[src/rtl/imm_gen_pipe.sv]
// rtl/imm_gen_pipe.sv - Registered immediate generator with 2-entry skid buffer and flush
module imm_gen_pipe #(
    parameter int XLEN  = 32,
    parameter int TAG_W = 32
) (
    input  logic             clk,
    input  logic             rstn,
    input  logic             flush,
    input  logic             in_valid,
    output logic             in_ready,
    input  logic [31:0]      in_inst,
    input  logic [2:0]       in_type,
    input  logic [TAG_W-1:0] in_tag,
    output logic             out_valid,
    input  logic             out_ready,
    output logic [XLEN-1:0]  out_imm,
    output logic [TAG_W-1:0] out_tag
);

    if (XLEN != 32 && XLEN != 64) begin : g_bad_xlen
        $error("imm_gen_pipe: XLEN must be 32 or 64");
    end

    typedef enum logic [1:0] {EMPTY, ONE, TWO} state_t;

    state_t            state;
    logic [XLEN-1:0]   main_imm;
    logic [TAG_W-1:0]  main_tag;
    logic [XLEN-1:0]   skid_imm;
    logic [TAG_W-1:0]  skid_tag;
    logic [31:0]       raw_imm;
    logic              raw_signed;
    logic [63:0]       wide_imm;
    logic [XLEN-1:0]   new_imm;
    logic              accept;
    logic              pop;
    logic              unused_opcode;

    // The opcode field never contributes to an immediate.
    assign unused_opcode = ^in_inst[6:0];

    // Every format is built as a 32-bit value, then widened once.
    always_comb begin
        raw_imm    = 32'd0;
        raw_signed = 1'b1;
        case (in_type)
            3'b000: raw_imm = {{20{in_inst[31]}}, in_inst[31:20]};
            3'b001: raw_imm = {in_inst[31:12], 12'b0};
            3'b010: raw_imm = {{12{in_inst[31]}}, in_inst[19:12], in_inst[20], in_inst[30:21], 1'b0};
            3'b011: raw_imm = {{20{in_inst[31]}}, in_inst[7], in_inst[30:25], in_inst[11:8], 1'b0};
            3'b100: raw_imm = {{20{in_inst[31]}}, in_inst[31:25], in_inst[11:7]};
            3'b101: begin
                raw_signed = 1'b0;
                raw_imm    = (XLEN == 64) ? {26'd0, in_inst[25:20]} : {27'd0, in_inst[24:20]};
            end
            3'b110: begin
                raw_signed = 1'b0;
                raw_imm    = {27'd0, in_inst[19:15]};
            end
            default: begin
                raw_signed = 1'b0;
                raw_imm    = 32'd0;
            end
        endcase
        wide_imm = {{32{raw_signed & raw_imm[31]}}, raw_imm};
        new_imm  = wide_imm[XLEN-1:0];
    end

    assign in_ready  = (state != TWO);
    assign out_valid = (state != EMPTY);
    assign out_imm   = main_imm;
    assign out_tag   = main_tag;
    assign accept    = in_valid & in_ready;
    assign pop       = out_valid & out_ready;

    always_ff @(posedge clk or negedge rstn) begin
        if (!rstn) begin
            state    <= EMPTY;
            main_imm <= '0;
            main_tag <= '0;
            skid_imm <= '0;
            skid_tag <= '0;
        end else if (flush) begin
            state <= EMPTY;
        end else begin
            case (state)
                EMPTY: if (accept) begin
                    main_imm <= new_imm;
                    main_tag <= in_tag;
                    state    <= ONE;
                end
                ONE: begin
                    if (accept && pop) begin
                        main_imm <= new_imm;
                        main_tag <= in_tag;
                    end else if (accept) begin
                        skid_imm <= new_imm;
                        skid_tag <= in_tag;
                        state    <= TWO;
                    end else if (pop) begin
                        state <= EMPTY;
                    end
                end
                TWO: if (pop) begin
                    main_imm <= skid_imm;
                    main_tag <= skid_tag;
                    state    <= ONE;
                end
                default: state <= EMPTY;
            endcase
        end
    end

endmodule

[config.mk]
export PLATFORM = sky130hd
export DESIGN_NAME = imm_gen_pipe
export DESIGN_NICKNAME = d
export VERILOG_FILES = /design/src/rtl/imm_gen_pipe.sv
export SDC_FILE = /design/constraint.sdc
export NUM_CORES = 1
export LEC_CHECK = 0
export BUFFER_PORTS_ARGS = -buffer_cell sky130_fd_sc_hd__buf_2
export CORE_UTILIZATION = 49
export DETAILED_ROUTE_END_ITERATION = 10
export HOLD_SLACK_MARGIN = 0.12
export PLACE_DENSITY_LB_ADDON = 0.05
export SETUP_SLACK_MARGIN = 0.3
export SLEW_MARGIN = 5
export SYNTH_ARGS = -nofsm -noshare
export SYNTH_HDL_FRONTEND = slang
export SYNTH_SLANG_ARGS = --single-unit
[constraint.sdc]
create_clock -name clk -period 1.3 [get_ports clk]
set_input_delay 0.195 -clock clk [delete_from_list [all_inputs] [get_ports clk]]
set_output_delay 0.195 -clock clk [all_outputs]
set_load 0.005 [all_outputs]
==> impl_metrics.tcl <==
set metrics [dict create \
    arrival_ps 1920 \
    rsz0062_at_grt "true" \
    rows 40 \
    setup_slack_ps -288.6 \
    fp.dieH_um 113.3 \
    reg2reg_setup_slack_ps -290 \
    power_mw 13.53 \
    viasPerCell 5.553 \
    drtIter0Drc 520 \
    synth_flop_cell "dfrtp_1" \
    ys_types 38 \
    max_cap_viol_count 0 \
    grt_overflow_total 0 \
    clock.fmax_mhz 629.5 \
    finalCritPeriodShare 1.222 \
    cp_max_fo 11 \
    grt_pass1_wl_um 29200 \
    dieArea_um2 12840 \
    syn_area_um2 6070 \
    layout_min_cycle_time_ps 1589 \
    skew_ps 7.253 \
    hold_start "in_inst[24]" \
    cts_tree "done" \
    core_um2 12060 \
    path_clk_slew_ps 60 \
    syn-num-nets 744 \
    finalWirelength_um 19530 \
    violations "negative setup slack" \
    grt_max_degree 51 \
    status "finished with violations" \
    yosys.area.top_type "dfrtp_1" \
    min_to "skid_imm[4]" \
    reg2reg_depth 5 \
    regArea_um2 3256 \
    diodes 0 \
    holdPathStages 3 \
    drc 0 \
    yosysSeqAreaShare 0.5360 \
    grt_use_total 0.2962 \
    synth_common_cells "nand2_1, dfrtp_1, nor2_1" \
    layout-drive-gt1-share 0.3822 \
    yosysTopAreaCellShare 0.5360 \
    grt_pass1_vias 5774 \
    htreeDepth 4 \
    dr_total_vias 6119 \
    maxSlewHeadroom 0.6051 \
    setup_violations 131 \
    drv_slew 0 \
    io_buffers 130 \
    leakage_nw 4.601 \
    routabilityCongestion 0.8203 \
    cts_buffer_depth 2 \
    r2r-start "state[1]" \
    async_flop_share 1.000 \
    startpoint "state[1]" \
    worst_pin_slew_ps 591.6 \
    ys_ff_latch 130 \
    dp_hpwl_um 10370 \
    hold_class "input pin to flop" \
    peakVddDrop_v 0.0008736 \
    fillers 766 \
    root_buffer "clkbuf_16" \
    io_pins 138 \
    fin_util 0.7885 \
    timing.rr.end "out_tag[27]" \
    crit_type "flop to flop" \
    syn-instance-count 672 \
    drt_pass1_iterations 5 \
    cp-start-kind "flop" \
    insertion_delay_ps 420 \
    avgSynthCellArea_um2 9.032 \
    synthTopCellsByArea "dfrtp_1, nand2_1, a31oi_1" \
    cp-end-kind "flop" \
    ant_nets 0 \
    yosysWarnings 0 \
    final_cells 1102 \
    dieWidth_um 113.3 \
    hold_viol_final 0 \
    area_growth_pct 56.69 \
    synth_edf_count 0 \
    cts.sinks 130 \
    yosysMostFrequentCell "nand2_1" \
    grt_antenna_before_repair 0 \
    holdBufCountCts 40 \
    cts_buffers 17 \
    setup_tns_ps -25640 \
    initial_utilization 0.5032 \
    nets 995 \
    multi_input_area_um2 2957 \
    place_inst 968 \
    power.density_nw_per_um2 1423 \
    wl_per_cell_um 17.73 \
    required_ps 1630 \
]
-- worst max-delay path by stage --
stage | cells after the start | end | slack (ps)
final | 5 | out_tag[27] | -290
after global routing | 5 | out_tag[11] | -350
after CTS | 4 | in_ready | -250
after detailed placement | 5 | out_imm[14] | -330
after global placement | 6 | out_imm[24] | -300
after floorplan | 5 | out_imm[22] | -140
-- registers in the layout, indices dropped and copies added, names as in the netlist --
name,cells
out_tag,32
skid_imm,32
skid_tag,32
out_imm,32
state,2
-- per-layer routing --
| layer | vias to the layer above | track usage | share of wire |
|---|---|---|---|
| met2 | 248 | 0.5076 | 0.51 |
| met5 | - | 0 | 0 |
| met1 | 3007 | 0.3639 | 0.41 |
| li1 | 2817 | - | - |
| met4 | 0 | 0.1333 | 0.027 |
| met3 | 47 | 0.05678 | 0.049 |
-- layout make-up --
| class | instances | share of cell area |
|---|---|---|
| Sequential cell | 130 | 0.3423 |
| Multi-Input combinational cell | 488 | 0.3109 |
| Timing Repair Buffer | 283 | 0.2584 |
| Clock buffer | 26 | 0.05460 |
| Tap cell | 168 | 0.02210 |
| Clock inverter | 4 | 0.009999 |
| Inverter | 3 | 0.001710 |
-- critical path, stage by stage, from the launching register on --
cell and delay [ps]:
dfrtp_2 440, and4bb_4 400, a21o_4 230, buf_12 180, nor2_2 50, a31oi_2 180
-- where the power goes --
group	switching, mW	total, mW	internal [mW]
sequential	0.542	5.46	4.92
clock	1.68	4.98	3.30
combinational	1.47	3.09	1.62
-- cell families after synthesis --
group | Yosys count | share of synthesized area
buf+inv | 55 | 0.04370
mux | 16 | 0.02927
flops | 130 | 0.5360
compound gates | 151 | 0.1771
simple gates | 320 | 0.2140
-- stage by stage --
step           setup WS, ps  instance area, um2  hold slack, ps
6_report             -288.6                9510           119.1
5_1_grt              -349.8                9510           123.0
4_1_cts              -246.2                8929           99.73
3_5_place_dp         -333.7                7228           81.31
3_3_place_gp         -303.6                7228           78.29
2_1_floorplan        -137.6                6267          -100.6
-- what timing repair did --
item	CTS	global route
cloned	11	5
pin swaps	3	10
hold endpoints to repair	211	1
setup endpoints to repair	196	196
gates resized for setup	67	56
setup buffers	13	35
-- cell usage in the layout (no fill, tap or decap), drive strengths merged, types with 5 or more instances in the layout --
master         n
dlygate4sd3   40
o2bb2ai        7
a31oi         53
nand2        215
mux2i          5
nor2          71
nor2b          5
nand3         12
a21o          16
a211oi        15
dfrtp        130
and2           8
o21ai         33
buf          235
mux2          11
a221oi        12
bufbuf         5
clkbuf        29
Note: power is estimated with default switching activity, not from simulation.
